`src/rtl/regfile_write_arbiter_pkg.sv`:
```
// ---------------------------------------------------------------------------
// regfile_write_arbiter_pkg
//   Shared definitions for the register-file write arbiter slice: register
//   address width, arbitration state encoding and a small helper that tells
//   whether a destination register is architecturally writable (x0 is not).
// ---------------------------------------------------------------------------
package regfile_write_arbiter_pkg;

  localparam int REG_ADDR_W = 5;

  typedef enum logic [1:0] {
    ARB_IDLE    = 2'd0,
    ARB_PENDING = 2'd1,
    ARB_FORCE   = 2'd2
  } arb_state_e;

  // x0 is hard-wired to zero, so a write to it must never reach the port.
  function automatic logic reg_is_live(input logic [REG_ADDR_W-1:0] r);
    return (r != {REG_ADDR_W{1'b0}});
  endfunction

endpackage

```
`src/rtl/regfile_write_arbiter_fifo.sv`:
```
// ---------------------------------------------------------------------------
// regfile_write_arbiter_fifo
//   Small buffer for long-latency results waiting for the regfile write port.
//   Every entry carries a valid bit; a younger pipeline write to the same
//   register cancels the buffered result through the clr_en/clr_reg port.
// Ports
//   clock, reset            clock and synchronous active-high reset
//   push, push_reg/data     enqueue one result (caller guarantees not full)
//   pop                     dequeue the head (caller guarantees not empty)
//   clr_en, clr_reg         invalidate every entry targeting clr_reg
//   count                   registered occupancy 0..DEPTH
//   head_valid/reg/data     head entry; head_valid is 0 when empty
// ---------------------------------------------------------------------------
module regfile_write_arbiter_fifo
  import regfile_write_arbiter_pkg::*;
#(
  parameter int  DATA_WIDTH = 32,
  parameter int  DEPTH      = 2,
  localparam int PTR_W      = $clog2(DEPTH),
  localparam int CNT_W      = $clog2(DEPTH + 1)
) (
  input  logic                  clock,
  input  logic                  reset,
  input  logic                  push,
  input  logic [REG_ADDR_W-1:0] push_reg,
  input  logic [DATA_WIDTH-1:0] push_data,
  input  logic                  pop,
  input  logic                  clr_en,
  input  logic [REG_ADDR_W-1:0] clr_reg,
  output logic [CNT_W-1:0]      count,
  output logic                  head_valid,
  output logic [REG_ADDR_W-1:0] head_reg,
  output logic [DATA_WIDTH-1:0] head_data
);

  logic [PTR_W-1:0]      wr_ptr_r;
  logic [PTR_W-1:0]      rd_ptr_r;
  logic [CNT_W-1:0]      count_r;
  logic [DEPTH-1:0]      valid_r;
  logic [REG_ADDR_W-1:0] reg_mem_r  [DEPTH];
  logic [DATA_WIDTH-1:0] data_mem_r [DEPTH];

  // Storage, pointers, occupancy and per-entry valid bits.
  always_ff @(posedge clock) begin
    if (reset) begin
      wr_ptr_r <= {PTR_W{1'b0}};
      rd_ptr_r <= {PTR_W{1'b0}};
      count_r  <= {CNT_W{1'b0}};
      valid_r  <= {DEPTH{1'b0}};
      for (int i = 0; i < DEPTH; i++) begin
        reg_mem_r[i]  <= {REG_ADDR_W{1'b0}};
        data_mem_r[i] <= {DATA_WIDTH{1'b0}};
      end
    end else begin
      for (int i = 0; i < DEPTH; i++) begin
        if (clr_en && (reg_mem_r[i] == clr_reg)) begin
          valid_r[i] <= 1'b0;
        end
      end
      if (pop) begin
        valid_r[rd_ptr_r] <= 1'b0;
        rd_ptr_r          <= rd_ptr_r + PTR_W'(1);
      end
      // A result arriving in the same cycle as a younger pipeline write to
      // the same register is stored already cancelled; x0 is never live.
      if (push) begin
        reg_mem_r[wr_ptr_r]  <= push_reg;
        data_mem_r[wr_ptr_r] <= push_data;
        valid_r[wr_ptr_r]    <= reg_is_live(push_reg) &&
                                !(clr_en && (clr_reg == push_reg));
        wr_ptr_r             <= wr_ptr_r + PTR_W'(1);
      end
      case ({push, pop})
        2'b10:   count_r <= count_r + CNT_W'(1);
        2'b01:   count_r <= count_r - CNT_W'(1);
        default: count_r <= count_r;
      endcase
    end
  end

  assign count      = count_r;
  assign head_valid = valid_r[rd_ptr_r] && (count_r != {CNT_W{1'b0}});
  assign head_reg   = reg_mem_r[rd_ptr_r];
  assign head_data  = data_mem_r[rd_ptr_r];

endmodule

```
`src/rtl/regfile_write_arbiter.sv`:
```
// ---------------------------------------------------------------------------
// regfile_write_arbiter
//   Shares the single regfile write port between the in-order writeback unit
//   (priority) and a long-latency result source. LL results are buffered and
//   drained on idle port cycles; a head that has waited MAX_WAIT cycles is
//   forced through while the pipeline is stalled for one cycle.
// Ports
//   clock, reset                 clock and synchronous active-high reset
//   wb_write/wb_reg/wb_data      pipeline writeback request
//   ll_valid/ll_reg/ll_data      LL result, accepted when ll_ready
//   ll_ready                     buffer has room
//   stall_out                    pipeline freeze during a forced drain
//   write/write_reg/write_data   regfile write port (combinational)
//   report                       trace enable (no effect in this RTL)
// ---------------------------------------------------------------------------
module regfile_write_arbiter
  import regfile_write_arbiter_pkg::*;
#(
  parameter int CORE       = 0,
  parameter int DATA_WIDTH = 32,
  parameter int FIFO_DEPTH = 2,
  parameter int MAX_WAIT   = 4
) (
  input  logic                  clock,
  input  logic                  reset,
  input  logic                  wb_write,
  input  logic [REG_ADDR_W-1:0] wb_reg,
  input  logic [DATA_WIDTH-1:0] wb_data,
  input  logic                  ll_valid,
  input  logic [REG_ADDR_W-1:0] ll_reg,
  input  logic [DATA_WIDTH-1:0] ll_data,
  output logic                  ll_ready,
  output logic                  stall_out,
  output logic                  write,
  output logic [REG_ADDR_W-1:0] write_reg,
  output logic [DATA_WIDTH-1:0] write_data,
  input  logic                  report
);

  localparam int CNT_W  = $clog2(FIFO_DEPTH + 1);
  localparam int WAIT_W = $clog2(MAX_WAIT + 1);

  arb_state_e            state_r;
  arb_state_e            state_next_s;
  logic [WAIT_W-1:0]     wait_cnt_r;
  logic [WAIT_W-1:0]     wait_next_s;
  logic [CNT_W-1:0]      count_s;
  logic [CNT_W-1:0]      count_next_s;
  logic                  head_valid_s;
  logic [REG_ADDR_W-1:0] head_reg_s;
  logic [DATA_WIDTH-1:0] head_data_s;
  logic                  push_s;
  logic                  pop_s;
  logic                  wb_ok_s;
  logic                  wb_grant_s;
  logic                  ll_grant_s;
  logic                  stall_s;
  logic                  report_unused_s;
  logic [31:0]           core_unused_s;

  assign report_unused_s = report;
  assign core_unused_s   = 32'(CORE);

  assign ll_ready = (count_s != CNT_W'(FIFO_DEPTH));
  assign push_s   = ll_valid && ll_ready;
  assign wb_ok_s  = wb_write && reg_is_live(wb_reg);

  regfile_write_arbiter_fifo #(
    .DATA_WIDTH (DATA_WIDTH),
    .DEPTH      (FIFO_DEPTH)
  ) u_fifo (
    .clock      (clock),
    .reset      (reset),
    .push       (push_s),
    .push_reg   (ll_reg),
    .push_data  (ll_data),
    .pop        (pop_s),
    .clr_en     (wb_grant_s),
    .clr_reg    (wb_reg),
    .count      (count_s),
    .head_valid (head_valid_s),
    .head_reg   (head_reg_s),
    .head_data  (head_data_s)
  );

  // Grant selection, FIFO pop, wait counter and next state.
  always_comb begin
    wb_grant_s   = 1'b0;
    ll_grant_s   = 1'b0;
    pop_s        = 1'b0;
    stall_s      = 1'b0;
    wait_next_s  = {WAIT_W{1'b0}};
    state_next_s = ARB_IDLE;
    case (state_r)
      ARB_IDLE: begin
        wb_grant_s = wb_ok_s;
      end
      ARB_PENDING: begin
        if (!head_valid_s) begin
          // Cancelled head leaves without using the port.
          pop_s      = (count_s != {CNT_W{1'b0}});
          wb_grant_s = wb_ok_s;
        end else if (wb_ok_s) begin
          wb_grant_s  = 1'b1;
          wait_next_s = wait_cnt_r + WAIT_W'(1);
        end else begin
          pop_s      = 1'b1;
          ll_grant_s = 1'b1;
        end
      end
      ARB_FORCE: begin
        // One entry per visit; head may have been cancelled on the way in.
        stall_s    = 1'b1;
        pop_s      = (count_s != {CNT_W{1'b0}});
        ll_grant_s = head_valid_s;
      end
      default: begin
        stall_s = 1'b0;
      end
    endcase

    count_next_s = count_s + CNT_W'(push_s) - CNT_W'(pop_s);
    if (count_next_s == {CNT_W{1'b0}}) begin
      state_next_s = ARB_IDLE;
    end else if ((state_r == ARB_PENDING) && (wait_next_s == WAIT_W'(MAX_WAIT))) begin
      state_next_s = ARB_FORCE;
    end else begin
      state_next_s = ARB_PENDING;
    end
  end

  // Arbitration state and head wait counter.
  always_ff @(posedge clock) begin
    if (reset) begin
      state_r    <= ARB_IDLE;
      wait_cnt_r <= {WAIT_W{1'b0}};
    end else begin
      state_r    <= state_next_s;
      wait_cnt_r <= wait_next_s;
    end
  end

  // Write-port mux; nothing reaches the regfile while reset is held.
  always_comb begin
    if (reset) begin
      write      = 1'b0;
      write_reg  = {REG_ADDR_W{1'b0}};
      write_data = {DATA_WIDTH{1'b0}};
    end else if (wb_grant_s) begin
      write      = 1'b1;
      write_reg  = wb_reg;
      write_data = wb_data;
    end else if (ll_grant_s) begin
      write      = 1'b1;
      write_reg  = head_reg_s;
      write_data = head_data_s;
    end else begin
      write      = 1'b0;
      write_reg  = {REG_ADDR_W{1'b0}};
      write_data = {DATA_WIDTH{1'b0}};
    end
  end

  assign stall_out = stall_s && !reset;

endmodule
```
`config.mk`:
```
export PLATFORM = sky130hd
export DESIGN_NAME = regfile_write_arbiter
export DESIGN_NICKNAME = d
export VERILOG_FILES = /design/src/rtl/regfile_write_arbiter_pkg.sv /design/src/rtl/regfile_write_arbiter_fifo.sv /design/src/rtl/regfile_write_arbiter.sv
export SDC_FILE = /design/constraint.sdc
export NUM_CORES = 1
export LEC_CHECK = 0
export BUFFER_PORTS_ARGS = -buffer_cell sky130_fd_sc_hd__buf_2
export CORE_ASPECT_RATIO = 2
export CORE_MARGIN = 8
export CORE_UTILIZATION = 30
export DETAILED_ROUTE_END_ITERATION = 8
export GPL_ROUTABILITY_DRIVEN = 0
export GPL_TIMING_DRIVEN = 0
export PLACE_DENSITY = 0.48
export SLEW_MARGIN = 20
export SYNTH_ARGS = -nofsm -noshare
export SYNTH_HDL_FRONTEND = slang
export SYNTH_HIERARCHICAL = 1
export SYNTH_SLANG_ARGS = --single-unit
```
`constraint.sdc`:
```
create_clock -name clock -period 4.1 [get_ports clock]
set_clock_uncertainty 0.2 [all_clocks]
set_input_delay 0.82 -clock clock [delete_from_list [all_inputs] [get_ports clock]]
set_output_delay 0.82 -clock clock [all_outputs]
set_load 0.02 [all_outputs]
```
* Word-level counts from Yosys, hierarchy flattened *
Memories as Yosys holds them, arrays and structs flattened. A register that Yosys moved wholly into a read port is not among the register bits.
Index checks and enable logic that the tools add are counted.

cells by class
  add/subtract/negate cells = 7
  order comparisons = 4
  equal/unequal tests = 9
  multiplexer cells = 52
  bitwise logic cells = 2
  reduce and logical (&&, ||, !) cells = 22

operators with widths
  operator                                                    number
  two-way mux 32 bit                                          4
  OR reduction 32 bit                                         1
  two-way mux 1 bit                                           30
  two-way mux 5 bit                                           4
  == test 5 bit                                               3
  logical AND 1 bit                                           11
  nonzero test 5 bit                                          2
  two-way mux 3 bit                                           3
  two-way mux 2 bit                                           4
  one-hot mux 1 bit (2 select lines)                          3
  OR reduction 5 bit                                          1
  == test 2 x 1 -> 1 bit, second input constant               2
  == test 2 bit, second input constant                        2
  logical NOT 2 bit                                           2
  less-than comparator 1 x 2 -> 1 bit, second input constant  2
  one-hot mux 2 bit (2 select lines)                          1
  nonzero test 2 bit                                          2
  adder 3 x 1 -> 3 bit, second input constant                 1
  == test 3 bit, second input constant                        1
  adder 1 bit, second input constant                          2
  adder 2 x 1 -> 2 bit                                        1
  adder 2 x 1 -> 2 bit, second input constant                 1
  AND 2 bit                                                   1
  bitwise mux 2 bit                                           1
  8 further kinds                                             11

word-level totals
  flip-flop bits (word level) = 11
  bits in writable memories = 74
  input port bits = 79
  output and inout port bits = 40
  word-level logic and storage cells = 104
  memories = 2

memory list
  memory             words  width  rd ports  clocked after memory_dff  wr ports  RTL line                          text
  u_fifo.data_mem_r  2      32     1         1                         2         regfile_write_arbiter_fifo.sv:41  logic [DATA_WIDTH-1:0] data_mem_r [DEPTH];
  u_fifo.reg_mem_r   2      5      3         1                         2         regfile_write_arbiter_fifo.sv:40  logic [REG_ADDR_W-1:0] reg_mem_r [DEPTH];

* Depth between registers and ports, before layout *
  depth after elaboration = 13
  depth in mapped cells = 12
  gate-level depth less buffers = 12

* Modules after synthesis *
Netlist, hierarchy kept.

by module, submodules not included
  module                      instances  cells an instance  area an instance (um^2)
  regfile_write_arbiter_fifo  1          257                3657.3
  regfile_write_arbiter       1          163                1029.7

* Worst setup path after synthesis *
No wires, ideal clock.

  kind = input port to flip-flop
  start = input port wb_reg[0]
  end = register state_r[1]
  library setup time = 0.080 ns
  data arrival time = 2.960 ns
  path slack = 0.860 ns
  cell stages on the path = 11
  path buffers = 0
  cells stage by stage = or4_4 -> o21ai_4 -> nand3_1 -> a21boi_0 -> ha_1 -> inv_1 -> ha_1 -> xnor2_1 -> xnor2_1 -> nor2_1 -> nor3b_1

between the ends
  cells in the longest elaborated chain, start to end = 8
  elaborated cells on any way between the ends = 14
  classes of those cells = add/sub: 1; eq/ne: 1; mux: 7; reduce/logical: 5

RTL lines
  element                             RTL line                         text
  start: declaration                  regfile_write_arbiter.sv:27      input logic [REG_ADDR_W-1:0] wb_reg,
  nonzero test 5 bit                  regfile_write_arbiter_pkg.sv:19  return (r != {REG_ADDR_W{1'b0}});
  logical AND 1 bit                   regfile_write_arbiter.sv:66      assign wb_ok_s = wb_write && reg_is_live(wb_reg);
  two-way mux 1 bit                   regfile_write_arbiter.sv:103     end else if (wb_ok_s) begin
  two-way mux 1 bit                   regfile_write_arbiter.sv:99      if (!head_valid_s) begin
  one-hot mux 1 bit (2 select lines)  regfile_write_arbiter.sv:94      case (state_r)
  via pop_s                           regfile_write_arbiter.sv:53      logic pop_s;
  subtractor 2 x 1 -> 2 bit           regfile_write_arbiter.sv:122     count_next_s = count_s + CNT_W'(push_s) - CNT_W'(pop_s);
  logical NOT 2 bit                   regfile_write_arbiter.sv:123     if (count_next_s == {CNT_W{1'b0}}) begin
  OR reduction 2 bit (no line)        -
  end signal: assignment              regfile_write_arbiter.sv:138     state_r <= state_next_s;
  end: declaration                    regfile_write_arbiter.sv:43      arb_state_e state_r;

The timed path passes the listed nets, and every way through them passes these cells.
A chain may end at the register's enable or synchronous reset.

* Worst setup path after layout *
  start = input port wb_reg[0]
  end = output port write_data[11]

between the ends
  cells in the longest elaborated chain, start to end = 8
  elaborated cells on any way between the ends = 11
  classes of those cells = mux: 9; reduce/logical: 2

RTL lines
  element                             RTL line                         text
  nonzero test 5 bit (*)              regfile_write_arbiter_pkg.sv:19
  logical AND 1 bit (*)               regfile_write_arbiter.sv:66
  two-way mux 1 bit                   regfile_write_arbiter.sv:103
  two-way mux 1 bit                   regfile_write_arbiter.sv:99
  one-hot mux 1 bit (2 select lines)  regfile_write_arbiter.sv:94
  two-way mux 32 bit                  regfile_write_arbiter.sv:153     end else if (ll_grant_s) begin
  two-way mux 32 bit (*)              regfile_write_arbiter.sv:149     end else if (wb_grant_s) begin
  two-way mux 32 bit (*)              regfile_write_arbiter.sv:145     if (reset) begin
  end: declaration                    regfile_write_arbiter.sv:36      output logic [DATA_WIDTH-1:0] write_data,

Mark *: on every way between the ends. The rest lies on a longest branch, timed or not.

==> impl_results.md <==
- Status: finished clean
- Row cnt: 64
- Initial Util: 0.306
- Postcts setup bufs: 0
- Final Power: 2.56 mW
- Startpoint Class: primary input
- Tmin final: 3.55 ns
- Die H: 193 um
- Cell taking the most area after synthesis: edfxtp_1
- Finished layout cell area: 5860 um^2
- Final Cycle Share: 0.867
- Req. time, crit path: around 3.1 ns
- Area of the mapped netlist: approximately 4700 um^2
- Area share of the largest cell type after synthesis: 0.474
- Unrepaired setup endpoints after global routing: false
- Vias in the first global route: roughly 3800
- Core Box Area: 15300 um^2
- Wirelength per Cell: 17.2 um
- Final setup margin: 0.547 ns
- Post-placement worst setup slack: about 0.27 ns
- Max-slew violation count: 0
- 1st-iter DRT viols: 100
- Cell Chain, Critical Path: buf_2 > or4_4 > o21ai_2 > inv_1 > clkbuf_1 > nand2_1 > a21oi_2 > buf_2
- Final count of hold timing violations: 0
- Clk root buf: clkbuf_16
- CP peak stage delay: 0.59 ns
- Most frequent cells after synthesis: and2_1, edfxtp_1, nand2_1, mux2_2, a21oi_1
- Top cells by area, synth: edfxtp_1, and2_1, mux2_2
- Number of synthesized register bits: between 80 and 90
- Synth warn: 6
- Max Clk Rate: 281 MHz
- Top FF cell, synth: edfxtp_1
- GRT Overall Usage: 0.129
- Die area: between 20000 and 25000 um^2
- CTS resizes: 0
- Post-DR vias/cell: 4.57
- Number of synthesized flops with an enable pin: 74
- First-pass GRT wire length: 20100 um
- Share of layout cells above drive strength 1: 0.374
- DR vias: 3438
- TritonCTS Buffers: 9
- GRT overflow: 0
- CTS tree: yes
- Buf/Inv on CP: 4
- Rel. slew slack: 0.581
- CTS max path bufs: 2
- Ys async rst share: 0
- Critical path's most frequent cell: buf_2
- Worst Path Max Fanout: 10
- Worst-Margin Slew: 0.623 ns
- Arr. time, crit path: 2.53 ns
- Top Ports: 119
- WS Path Type: in -> out
- Setup TNS: 0 ns
- Placed wire-length estimate: just under 10000 um
- Syn Inst Count: between 400 and 500
- Worst path slowest cell: or4_4
- Leakage: 2.48 nW
- Layout Area Growth over Synthesis: 25.0%
- Top delay family on crit path: simple AND/OR/NAND/NOR gates
- Mapped Nets: 506
- Worst skew pair latency: roughly 0.33 ns
- DR pass1 iterations: 4
- Seq/Total Area, Yosys: 0.525
- Final nets: approximately 640
- Synth Area per Inst: 11.2 um^2
- CTS Hold Bufs: 0
- Power density over cell area: 436 nW/um^2
- Distinct cells, synth: 39
- Clk sinks: 86
- Die X: between 100 and 150 um
- Antenna violations before repair: 1
- Number of diodes: 0
- ANT nets after route: 0
- # DRC: 0
- Final setup violation count: 0
- Dpl cell area: 5560 um^2
- CP endpoint kind: primary output
- Clock Pin Slew Worst Setup and Hold Paths: 0.06 ns
- Max_cap viols: 0
- Class of the worst hold path: reg -> reg
- Worst VDD drop: ~0.23 mV
- PortBufs: 116
- H-Tree Level Count: 3
- DRT Wirelength: 12900 um
- Pin count of the biggest net entering global routing: 24
==> placed cells by master, fill, tap and decap left out, types with 2 or more instances in the layout <==
master	synthesis	final
a31o_1	2	2
a22oi_1	5	5
nor2_1	13	13
nor2b_1	2	2
nand2_1	73	73
nand2b_1	6	4
clkbuf_2	2	2
xnor2_1	7	7
a21oi_1	27	27
mux2_2	37	37
inv_1	9	9
nand2b_2	0	2
a311oi_1	2	2
clkinvlp_4	0	3
xor2_1	13	13
nor4_1	6	6
clkbuf_16	0	9
nand3_1	2	2
a21oi_2	9	9
buf_2	12	128
clkbuf_1	4	4
edfxtp_1	74	74
buf_8	2	2
and2_1	74	74
ha_1	7	7
dfxtp_1	12	12
nor3_1	2	2
buf_12	4	6
==> worst min-delay path: cells and delay by family (launching register included) <==
family             cells  cell delay (ns)
AOI/OAI and AO/OA      1             0.05
and+or+nand+nor        1             0.06
DFF                    1             0.32
==> state kept, by name (all words and copies together), names as in the netlist, named ones only <==
signal / cells
u_fifo/data_mem_r: 64
u_fifo/reg_mem_r: 10
wait_cnt_r: 3
state_r: 2
u_fifo/count: 2
u_fifo/valid_r: 2
u_fifo/rd_ptr_r: 1
u_fifo/wr_ptr_r: 1
==> logic make-up (layout without fill, tap and decap cells) <==
group	Yosys count	after routing	share of synthesized area
AOI/OAI and AO/OA	53	53	0.0777
muxes	38	38	0.0910
adders and majority gates	7	7	0.0187
DFF	86	86	0.525
xor gates and xnor gates	20	20	0.0374
and+or+nand+nor	182	182	0.199
buffers and inverters	34	168	0.0513
==> report_power, final <==
part / switching (mW) / leakage, nW / internal (mW)
Combinational: 0.377 / 1.46 / 0.272
Clock: 0.346 / 0.136 / 0.473
Sequential: 0.0353 / 0.886 / 1.05
Total: 0.758 / 2.48 / 1.80
==> final timing paths <==
kind | from | slack [ns] | cells past startpoint | end
hold / removal | u_fifo/wr_ptr_r$_SDFFE_PP0P_ | 0.27 | 2 | u_fifo/wr_ptr_r$_SDFFE_PP0P_
hold reg to reg | u_fifo/wr_ptr_r$_SDFFE_PP0P_ | 0.27 | 2 | u_fifo/wr_ptr_r$_SDFFE_PP0P_
setup / recovery | wb_reg[0] | 0.55 | 8 | write_data[11]
setup reg to reg | u_fifo/rd_ptr_r$_SDFFE_PP0P_ | 1.34 | 12 | state_r[1]$_SDFF_PP0_
==> per-stage QoR <==
stage | utilization | hold slack [ns] | std cells
after global placement | 0.361 | 0.243 | 734
after floorplan | - | 0.229 | 420
after global routing | 0.383 | 0.287 | 752
after detailed placement | 0.364 | 0.259 | 736
after CTS | 0.383 | 0.269 | 752
final | 0.383 | 0.272 | 752
==> cell type report <==
class | instances | area (um^2)
Inverter | 9 | 33.8
Sequential cell | 86 | 2460
Buffer | 25 | 206
Timing Repair Buffer | 118 | 621
Clock buffer | 9 | 225
Fill cell | 1571 | 9440
Clock inverter | 7 | 73.8
Tap cell | 198 | 248
Multi-Input combinational cell | 300 | 1990
==> layer usage <==
| metal | part of all wire | global-route usage |
|---|---|---|
| met1 | 0.37 | 0.121 |
| met2 | 0.57 | 0.258 |
| met3 | 0.041 | 0.0268 |
| met4 | 0.022 | 0.0606 |
| met5 | 0.0010 | 0 |
Note: power is estimated with default switching activity, not from simulation.
